<file path="config.mk">
export PLATFORM = sky130hd
export DESIGN_NAME = fact_accel_unit_flat
export DESIGN_NICKNAME = d
export VERILOG_FILES = /design/src/rtl/fact_accel_unit_if.sv /design/src/rtl/fact_accel_unit.sv /design/src/flat_wrapper.sv
export SDC_FILE = /design/constraint.sdc
export NUM_CORES = 1
export LEC_CHECK = 0
export ABC_AREA = 1
export ABC_CLOCK_PERIOD_IN_PS = 3900
export CORE_MARGIN = 4
export CORE_UTILIZATION = 45
export CTS_CLUSTER_DIAMETER = 40
export CTS_CLUSTER_SIZE = 25
export DETAILED_ROUTE_END_ITERATION = 12
export PLACE_DENSITY = 0.67
export RECOVER_POWER = 25
export SLEW_MARGIN = 20
export SYNTH_ARGS = -nofsm -noshare
export SYNTH_HDL_FRONTEND = slang
export SYNTH_SLANG_ARGS = --single-unit
export TNS_END_PERCENT = 30
</file>
<file path="constraint.sdc">
create_clock -name clk -period 3.9 [get_ports clk]
set_clock_uncertainty 0.1 [all_clocks]
set_input_delay 0.39 -clock clk [delete_from_list [all_inputs] [get_ports clk]]
set_output_delay 0.39 -clock clk [all_outputs]
set_load 0.01 [all_outputs]
</file>
<file path="src/rtl/fact_accel_unit_if.sv">
// Register-bus interface for fact_accel_unit.
//   sel : device select from the address decoder
//   A   : word offset (00=N, 01=GO, 10=STATUS, 11=RESULT)
//   WE  : write strobe, effective only together with sel
//   WD  : write data
//   RD  : combinational read data for offset A
// The bus master drives sel/A/WE/WD; the block drives RD.
interface fact_accel_unit_if;
  logic        sel;
  logic [1:0]  A;
  logic        WE;
  logic [31:0] WD;
  logic [31:0] RD;

  modport master (output sel, A, WE, WD, input RD);
  modport slave  (input sel, A, WE, WD, output RD);
endinterface

</file>
<file path="src/rtl/fact_accel_unit.sv">
// Iterative factorial accelerator behind a four-word register window.
//   clk : sole clock, rising edge
//   rst : synchronous active-high reset
//   bus : fact_accel_unit_if.slave (sel, A, WE, WD in; RD out)
// Register map:
//   00 N      (rw) operand, 4 bits; writes ignored while computing
//   01 GO     (w)  WD[0]=1 starts a run; reads back {31'b0, busy}
//   10 STATUS (r)  {30'b0, err, done}
//   11 RESULT (r)  N! for N<=12, 0 with err=1 for N>12
module fact_accel_unit (
  input  logic                    clk,
  input  logic                    rst,
  fact_accel_unit_if.slave        bus
);

  typedef enum logic [1:0] {
    IDLE = 2'd0,
    CALC = 2'd1,
    DONE = 2'd2
  } state_t;

  localparam logic [1:0] OFF_N      = 2'b00;
  localparam logic [1:0] OFF_GO     = 2'b01;
  localparam logic [1:0] OFF_STATUS = 2'b10;
  localparam logic [1:0] OFF_RESULT = 2'b11;

  // Largest N whose factorial fits in 32 bits.
  localparam logic [3:0] N_MAX = 4'd12;

  state_t      state_q, state_d;
  logic [3:0]  n_q, n_d;
  logic [3:0]  cnt_q, cnt_d;
  logic [31:0] prod_q, prod_d;
  logic [31:0] result_q, result_d;
  logic        done_q, done_d;
  logic        err_q, err_d;

  logic wr_en;
  logic wr_n;
  logic wr_go;

  // Only WD[3:0] (N) and WD[0] (GO) carry meaning; the rest is dropped.
  logic unused_wd_hi;
  assign unused_wd_hi = ^bus.WD[31:4];

  assign wr_en = bus.sel && bus.WE;
  assign wr_n  = wr_en && (bus.A == OFF_N);
  assign wr_go = wr_en && (bus.A == OFF_GO) && bus.WD[0];

  // Next-state and datapath. Every register holds by default, so no
  // branch below can leave a variable unassigned.
  // NOTE: defaults first in always_comb keep every path assigned and
  // prevent latch inference.
  always_comb begin
    state_d  = state_q;
    n_d      = n_q;
    cnt_d    = cnt_q;
    prod_d   = prod_q;
    result_d = result_q;
    done_d   = done_q;
    err_d    = err_q;

    unique case (state_q)
      IDLE, DONE: begin
        if (wr_n) begin
          n_d = bus.WD[3:0];
        end
        if (wr_go) begin
          done_d  = 1'b0;
          err_d   = 1'b0;
          cnt_d   = n_q;
          prod_d  = 32'd1;
          state_d = CALC;
        end
      end

      CALC: begin
        // cnt only exceeds N_MAX on the first CALC cycle (it starts at N
        // and only counts down), so this branch is the overflow reject.
        if (cnt_q > N_MAX) begin
          err_d    = 1'b1;
          done_d   = 1'b1;
          result_d = 32'd0;
          state_d  = DONE;
        end else if (cnt_q > 4'd1) begin
          prod_d = prod_q * {28'd0, cnt_q};
          cnt_d  = cnt_q - 4'd1;
        end else begin
          result_d = prod_q;
          done_d   = 1'b1;
          state_d  = DONE;
        end
      end

      default: begin
        state_d = IDLE;
      end
    endcase
  end

  // Synchronous reset wins over any write presented in the same cycle.
  // NOTE: sequential state uses non-blocking assignments so every register
  // samples the pre-edge values of the others.
  always_ff @(posedge clk) begin
    if (rst) begin
      state_q  <= IDLE;
      n_q      <= 4'd0;
      cnt_q    <= 4'd0;
      prod_q   <= 32'd0;
      result_q <= 32'd0;
      done_q   <= 1'b0;
      err_q    <= 1'b0;
    end else begin
      state_q  <= state_d;
      n_q      <= n_d;
      cnt_q    <= cnt_d;
      prod_q   <= prod_d;
      result_q <= result_d;
      done_q   <= done_d;
      err_q    <= err_d;
    end
  end

  // Read mux depends only on A and registered state, so a read and write
  // at the same offset in one cycle returns the pre-edge value.
  always_comb begin
    bus.RD = 32'd0;
    unique case (bus.A)
      OFF_N:      bus.RD = {28'd0, n_q};
      OFF_GO:     bus.RD = {31'd0, (state_q == CALC)};
      OFF_STATUS: bus.RD = {30'd0, err_q, done_q};
      OFF_RESULT: bus.RD = result_q;
      default:    bus.RD = 32'd0;
    endcase
  end

endmodule

</file>
<file path="src/flat_wrapper.sv">
// flat-port wrapper written by rule: the top's interface ports become plain ports
module fact_accel_unit_flat 
  (clk, rst, bus_sel, bus_A, bus_WE, bus_WD, bus_RD);
  fact_accel_unit_if bus_i ();
  input  logic clk;
  input  logic rst;
  input wire logic [$bits(bus_i.sel)-1:0] bus_sel;
  input wire logic [$bits(bus_i.A)-1:0] bus_A;
  input wire logic [$bits(bus_i.WE)-1:0] bus_WE;
  input wire logic [$bits(bus_i.WD)-1:0] bus_WD;
  output wire logic [$bits(bus_i.RD)-1:0] bus_RD;
  assign bus_i.sel = bus_sel;
  assign bus_i.A = bus_A;
  assign bus_i.WE = bus_WE;
  assign bus_i.WD = bus_WD;
  assign bus_RD = bus_i.RD;
  fact_accel_unit u_core (.clk(clk), .rst(rst), .bus(bus_i));
endmodule
</file>
== Word-level counts from Yosys, hierarchy flattened ==
Index checks and enable logic that the tools add are counted.

* $add $sub $neg: 1
* Multipliers: 1
* Magnitude comparators: 2
* Eq/ne operators: 11
* Multiplexer cells: 21
* Reduce and logical (&&, ||, !) cells: 14

{| class="wikitable"
|+ Operator list
! kind !! count
|-
| two-way mux 32 bit || 5
|-
| one-hot mux 32 bit (4 select lines) || 1
|-
| one-hot mux 32 bit (2 select lines) || 1
|-
| multiplier 32 x 4 -> 32 bit || 1
|-
| two-way mux 4 bit || 3
|-
| inequality test 2 x 1 -> 1 bit, second input constant || 4
|-
| one-hot mux 4 bit (2 select lines) || 1
|-
| equality test 2 bit, second input constant || 3
|-
| two-way mux 2 bit || 3
|-
| AND reduction 2 bit || 3
|-
| AND reduction 3 bit || 2
|-
| equality test 2 x 1 -> 1 bit, second input constant || 2
|-
| > comparator 4 x 1 -> 1 bit, second input constant || 1
|-
| > comparator 4 bit, second input constant || 1
|-
| logical AND 1 bit || 4
|-
| zero test 2 bit || 2
|-
| two-way mux 1 bit || 4
|-
| one-hot mux 1 bit (2 select lines) || 2
|-
| one-hot mux 2 bit (2 select lines) || 1
|-
| AND reduction 4 bit || 1
|-
| subtractor 4 x 1 -> 4 bit, second input constant || 1
|-
| inequality test 3 x 2 -> 1 bit, second input constant || 1
|-
| inequality test 2 bit, second input constant || 1
|-
| nonzero test 2 bit || 1
|-
| OR reduction 2 bit || 1
|}

* Register bits: 76
* Input bits: 38
* Word-level logic and storage cells: 57

== Logic depth before layout (Yosys ltp) ==
Gate-level depths: netlist of run 1.

* Depth in word-level cells: 5
* Gate-level depth with buffers: 21

== Least setup slack after synthesis of run 1 ==
No wires, ideal clock.

* Path type: reg2reg
* Start point: register u_core.cnt_q[3]
* End point: register u_core.prod_q[30]
* Setup time: 0.141 ns
* Arrival time: 3.394 ns
* Data required time: 3.659 ns
* Path slack: 0.265 ns
* Stages on the path, launching flop included: 17
* Buffers on the path: 3
* Clock period less this slack: 3.635 ns
* Cell sequence: dfxtp_1 > buf_4 > clkbuf_1 > buf_1 > nand2_1 > fa_1 > fa_1 > inv_1 > fa_1 > nand3_1 > nand3_1 > nand3_1 > nand3_1 > nand2_1 > nand3_1 > nand3_1 > a21oi_1

* Cells in the longest elaborated chain, start to end: 4
* Elaborated cells on any way between the ends: 9
* Those cells by class: 1 x mul; 2 x order compare; 2 x eq/ne; 3 x mux; 1 x reduce/logical

{| class="wikitable"
|+ Ends and longest elaborated chain
! element !! RTL line !! RTL
|-
| start: declaration || fact_accel_unit.sv:32 || <nowiki>logic [3:0] cnt_q, cnt_d;</nowiki>
|-
| start signal: assignment || fact_accel_unit.sv:116 || <nowiki>cnt_q <= cnt_d;</nowiki>
|-
| multiplier 32 x 4 -> 32 bit || fact_accel_unit.sv:86 || <nowiki>prod_d = prod_q * {28'd0, cnt_q};</nowiki>
|-
| two-way mux 32 bit || fact_accel_unit.sv:85 || <nowiki>end else if (cnt_q > 4'd1) begin</nowiki>
|-
| two-way mux 32 bit || fact_accel_unit.sv:80 || <nowiki>if (cnt_q > N_MAX) begin</nowiki>
|-
| one-hot mux 32 bit (2 select lines) || fact_accel_unit.sv:63 || <nowiki>unique case (state_q)</nowiki>
|-
| end signal: assignment || fact_accel_unit.sv:117 || <nowiki>prod_q <= prod_d;</nowiki>
|-
| end: declaration || fact_accel_unit.sv:33 || <nowiki>logic [31:0] prod_q, prod_d;</nowiki>
|}

Several ways; a longest one is shown, not always the timed one. The select of a mux whose other input is x is not followed.
A chain may end at the register's enable or synchronous reset.

== Final worst setup path of run 1 ==
* Start point: register u_core.cnt_q[3]
* End point: register u_core.prod_q[29]

Same word-level chain as after synthesis.

==> flow_summary.toml, run 1 <==
[synth]
async_flop_share = 0
yosys-top-cells-count = "438 x nand2_1, 331 x inv_1, 84 x a21oi_1"
synth_edf_count = 0
synth_area_um2 = 7800
synth_top_area_share = 0.211
synth_cell_types = 38
syn_area_per_cell_um2 = 6.13
ys.flop_type = "dfxtp_1"
ys_seq_area_frac = 0.195
synth_seq_cells = 76
yosys.area.top_type = "nand2_1"
yosys_warnings = 0
synthTopCellsByArea = "nand2_1 21%, dfxtp_1 20%, inv_1 16%"
syn_inst = 1273
synthesis.nets = 1402
post-synth-top-count-cell = "nand2_1"

[detailed_routing]
drt-total-wl_mm = 20.1
vias = 7412
dr.pass1.iters = 5
drtIter0Drc = 462
via_per_inst = 4.85
wl_per_cell_um = 13.1
postRouteAntennaNets = 0
route.detailed.drc = 0

[die]
start_util = 0.465
die_area_um2 = 19500
fp.dieH_um = 140
coreArea_um2 = 16800
row_count = 47
pin_count = 70
die_width_um = 140

[placement]
pre_cts_ws_ps = 233
io_buffers = 41
gp_congestion = 0.938
hpwlAfterDp_mm = 15.3

[timing]
fmax_mhz = 280
setup_tns_ps = 0
drv_slew = 0
hold_violations = 0
fin_crit_ps = 3570
slew_headroom = 0.317
setup_violations = 0
min_period_over_period = 0.915
setup_slack_ps = 332
rsz0062_at_grt = "false"
hold_slack_ps = 360
tightest_slew_ps = 1020

[global_route]
grt_usage = 0.213
grt_max_degree = 52
grt_first_pass_wirelength_mm = 34.4
grt_pass1_vias = 7193
antenna_found_initial = 0
overflow = 0

[clock_network]
cts_tree = "yes"
clkTransAtPathRegs_ps = 60
clockBufferDepth = 2
clkLatencyLatePin_ps = 350
ctsHoldBuffers = 0
h-tree-depth = 3
cts_sinks = 76
cts_buffers = 9
post_cts_buffers = 0
cts-root-buf = "clkbuf_16"

[power_and_ir_drop]
ir_drop_mv = 0.158
power.leakage_nw = 4.78
powerDensity_nw_per_um2 = 201

[worst_setup_path]
regToRegStartpoint = "u_core.cnt_q[3]"
worstPathRequired_ps = 4080
setup.worst_path.start_class = "flop"
end_kind = "flop"
rr_worst_depth = 17
cp_max_fo = 21
cp-startpoint = "u_core.cnt_q[3]"
criticalPathCategory = "flop to flop"
arrival_ps = 3750

[final_layout]
area_growth_pct = 12.6
multiInputGateArea_um2 = 4830
num_antenna_cells = 0
n_fill_cell = 1695
nets = 1432
final-seq-area_um2 = 1520
drive_above_1_share = 0.0520

[hold_path]
hold_depth = 2
hold_path.class = "flop to flop"
hp-start = "u_core.result_q[30]"

[run]
cap_viol_max_count = 0

[status]
status = "complete, no violations"
==> stage by stage <==
step                      area [um2]  instances  total power, mW  utilization
after floorplan                 7800       1273            0.829            -
after global placement          8450       1512            0.849        0.504
after detailed placement        8450       1512            0.849        0.504
after CTS                       8770       1528             1.78        0.523
after global routing            8780       1528             1.82        0.524
final                           8780       1528             1.77        0.524
==> logic make-up after synthesis <==
| group | synth area share |
|---|---|
| buffers and inverters | 0.187 |
| AND/OR/NAND/NOR | 0.323 |
| XOR/XNOR | 0.00786 |
| flip-flops | 0.195 |
| AO/OA/AOI/OAI | 0.0865 |
| adder cells (fa/ha/maj) | 0.201 |
==> timing repair <==
| action | 4_1_cts | 5_1_grt |
|---|---|---|
| resized for setup | 0 | 6 |
| endpoints found under the hold margin | 0 | 0 |
| setup endpoints to repair | 0 | 6 |
==> sequential cells by signal (all words and copies together) (netlist names) <==
signal and count:
u_core.state_q 2, u_core.n_q 4, u_core.cnt_q 4, u_core.result_q 32
u_core.prod_q 32, u_core.done_q 1, u_core.err_q 1
==> final cells by class <==
cell class	count	share of cell area
Multi-Input combinational cell	824	0.550
Inverter	333	0.143
Sequential cell	76	0.173
Tap cell	220	0.0313
Clock buffer	9	0.0256
Clock inverter	7	0.0113
Timing Repair Buffer	59	0.0655
==> layer usage <==
metal | up-vias | share of wire | track usage
li1 | 3805 | - | -
met1 | 3381 | 0.47 | 0.299
met2 | 198 | 0.45 | 0.341
met3 | 28 | 0.064 | 0.0346
met4 | 0 | 0.016 | 0.0607
met5 | - | 0 | 0
==> placed cells by master, fill, tap and decap left out, types with 2 or more instances in the layout <==
| cell | instances |
|---|---|
| clkdlybuf4s50_1 | 39 |
| xor2_1 | 7 |
| ha_1 | 34 |
| nor2_1 | 68 |
| a21oi_2 | 13 |
| nand4_1 | 12 |
| nand2_1 | 440 |
| o21ai_0 | 14 |
| nor3_1 | 9 |
| o21bai_1 | 2 |
| fa_1 | 57 |
| nand3_2 | 11 |
| buf_12 | 3 |
| a21o_1 | 3 |
| a21oi_1 | 82 |
| inv_1 | 332 |
| bufinv_16 | 2 |
| a22oi_1 | 2 |
| clkinv_4 | 2 |
| buf_4 | 14 |
| clkbuf_16 | 9 |
| nand3_1 | 49 |
| dfxtp_1 | 75 |
| nor2_2 | 2 |
| a211oi_1 | 2 |
| and2_1 | 4 |
| nand3b_1 | 4 |
==> path summary, 6_finish.rpt <==
kind                                       endpoint  slack (ps)
worst max-delay path              u_core.prod_q[29]         330
worst min-delay path            u_core.result_q[30]         360
worst max register to register    u_core.prod_q[29]         330
worst min register to register  u_core.result_q[30]         360
==> power by group <==
group	internal, mW	total (mW)	switching (mW)
registers	0.778	0.779	0.00169
clock network	0.564	0.938	0.374
logic	0.0146	0.0514	0.0368
total	1.36	1.77	0.412
==> critical path: stages, from the launching register on <==
cell and delay, ps:
dfxtp_2 390, buf_12 180, nand2_1 70, inv_1 50, fa_1 540, inv_1 60, fa_1 520, inv_1 40
ha_1 390, nand2_1 120, inv_1 90, nand2_1 90, nor3_1 240, and2_1 170, nand2_1 90, nand3_1 110
nand3_2 100, a21oi_2 130
(Power assumes the default switching activity.)
==> run 2, diff against run 1 <==
--- a/config.mk
+++ b/config.mk
@@ -14,7 +14,7 @@
 export DETAILED_ROUTE_END_ITERATION = 12
 export PLACE_DENSITY = 0.67
 export RECOVER_POWER = 25
-export SLEW_MARGIN = 20
+export SLEW_MARGIN = 10
 export SYNTH_ARGS = -nofsm -noshare
 export SYNTH_HDL_FRONTEND = slang
 export SYNTH_SLANG_ARGS = --single-unit
==> results of run 2 <==
Same layout as run 1: the final DEF is identical, and so are final timing and power.
==> run 3, diff against run 2 <==
--- a/config.mk
+++ b/config.mk
@@ -8,12 +8,12 @@
 export ABC_AREA = 1
 export ABC_CLOCK_PERIOD_IN_PS = 3900
 export CORE_MARGIN = 4
-export CORE_UTILIZATION = 45
+export CORE_UTILIZATION = 39
 export CTS_CLUSTER_DIAMETER = 40
 export CTS_CLUSTER_SIZE = 25
 export DETAILED_ROUTE_END_ITERATION = 12
-export PLACE_DENSITY = 0.67
 export RECOVER_POWER = 25
+export SKIP_CTS_REPAIR_TIMING = 1
 export SLEW_MARGIN = 10
 export SYNTH_ARGS = -nofsm -noshare
 export SYNTH_HDL_FRONTEND = slang
==> flow_summary.toml, run 3 (same netlist as run 1, synthesis figures left out) <==
[status]
status = "finished, violations left"
violations = "max-capacitance violations, max-slew violations"

[final_layout]
layout.cells.most_common = "nand2_1"
area_growth_pct = 12.9
drive_above_1_share = 0.0474
layout_common_cells = "438 x nand2_1, 332 x inv_1, 84 x a21oi_1"
nets = 1432
num_antenna_cells = 0
final_util = 0.449
largestRegisters = "u_core.prod_q x32, u_core.result_q x32"
final_cell_area_um2 = 8800

[worst_setup_path]
setup.worst_path.start_class = "flop"
regToRegStartpoint = "u_core.cnt_q[1]"
critPathBufInv = 6
criticalPathCategory = "flop to flop"
critPathMaxStageDelay_ps = 530
cpLargestDelayFamily = "adder cells"
path_cells = "buf_12, nand2_1, inv_1, fa_1, inv_1, fa_1, inv_1, ha_1, buf_4, nand2_1, inv_1, a21oi_1, nand3_1, nand3_1, nand2_1, nand2_1, nand3_2, a21oi_2"
critical_path.slowest_cell = "fa_1"
cp-startpoint = "u_core.cnt_q[1]"
arrival_ps = 3800
end_kind = "flop"
cp_max_fo = 24
worstPathRequired_ps = 4080

[power_and_ir_drop]
switchingPower_mw = 0.417
power.leakage_nw = 4.75
seqPwrFrac = 0.472
pwr-share-comb = 0.032
clkPwrFrac = 0.496
powerDensity_nw_per_um2 = 187
swShare = 0.253
power.internal_mw = 1.23
ir_drop_mv = 0.215

[die]
die_width_um = 149
start_util = 0.398
die_area_um2 = 22300
fp.dieH_um = 149
coreArea_um2 = 19600
row_count = 51
pin_count = 70

[clock_network]
clockBufferDepth = 2
cts-root-buf = "clkbuf_16"
cts_tree = "yes"
cts_buffers = 9
clkLatencyLatePin_ps = 340
cts_sinks = 76
clkTransAtPathRegs_ps = 70
h-tree-depth = 3

[global_route]
antenna_found_initial = 0
grt_usage = 0.195
grt_first_pass_wirelength_mm = 35.1
grt_max_degree = 37
overflow = 0
grt_pass1_vias = 7125

[timing]
hold_violations = 0
rsz0062_at_grt = "false"
fin_crit_ps = 3620
drv_slew = 37
tightest_slew_ps = 1980
fmax_mhz = 276
setup_tns_ps = 0
slew_headroom = -0.317
min_period_over_period = 0.929
setup_violations = 0

[placement]
dpl-instance-area_um2 = 8530
hpwlAfterDp_mm = 15.9
io_buffers = 41
gp_congestion = 0.914

[detailed_routing]
vias = 7378
drtIter0Drc = 465
dr.pass1.iters = 7
via_per_inst = 4.69
wl_per_cell_um = 13.1
postRouteAntennaNets = 0
drt-total-wl_mm = 20.6
route.detailed.drc = 0

[hold_path]
hp-start = "u_core.result_q[27]"
hold_path.class = "flop to flop"

[run]
cap_viol_max_count = 1
-- run 3: cell types whose count changed in the layout (fill, tap and decap cells not counted), moves of 2 or more --
cell	delta
buf_4	-3
clkinv_4	-2
inv_6	+3
bufinv_16	-2
buf_12	+2
a21oi_1	+2
nand2_1	-2
a21oi_2	-2
clkbuf_1	+2
-- run 3: power by group through the flow --
stage          clock network (mW)  registers (mW)  logic [mW]
2_1_floorplan                   0           0.796      0.0327
3_3_place_gp                    0           0.797      0.0538
3_5_place_dp                    0           0.797      0.0537
4_1_cts                     0.835           0.779      0.0540
5_1_grt                     0.866           0.779      0.0576
6_report                    0.818           0.779      0.0528
-- run 3: area by class of cell --
type,count,area [um2]
clock buffer,9,225
clock inverter,7,55.1
fill,2130,10800
inverter,333,1250
multi-input combinational,824,4820
sequential,76,1520
tap,265,332
timing repair buffer,59,596
-- run 3: through the flow --
step	setup slack (ps)	power (mW)	std cells	hold slack [ps]
CTS	293	1.67	1573	353
global placement	319	0.850	1557	349
global route	59.4	1.70	1573	377
detailed placement	320	0.851	1557	353
floorplan	265	0.829	1273	339
finish	276	1.65	1573	358
-- run 3: per-layer routing --
metal  wire length [um]  global-route usage
met1              10100               0.287
met2               9110               0.308
met3               1150              0.0225
met4                212              0.0403
met5                  0                   0
-- run 3: path summary, 6_finish.rpt --
check | endpoint | slack (ps) | cells past startpoint
worst max-delay path | u_core.prod_q[28] | 280 | 18
worst min register to register | u_core.result_q[27] | 360 | 2
worst max register to register | u_core.prod_q[28] | 280 | 18
worst min-delay path | u_core.result_q[27] | 360 | 2
-- run 3: tightest hold or removal path, stage by stage (launching register included) --
cell and delay, ps:
dfxtp_1 310, nand2_1 60, a21oi_1 50
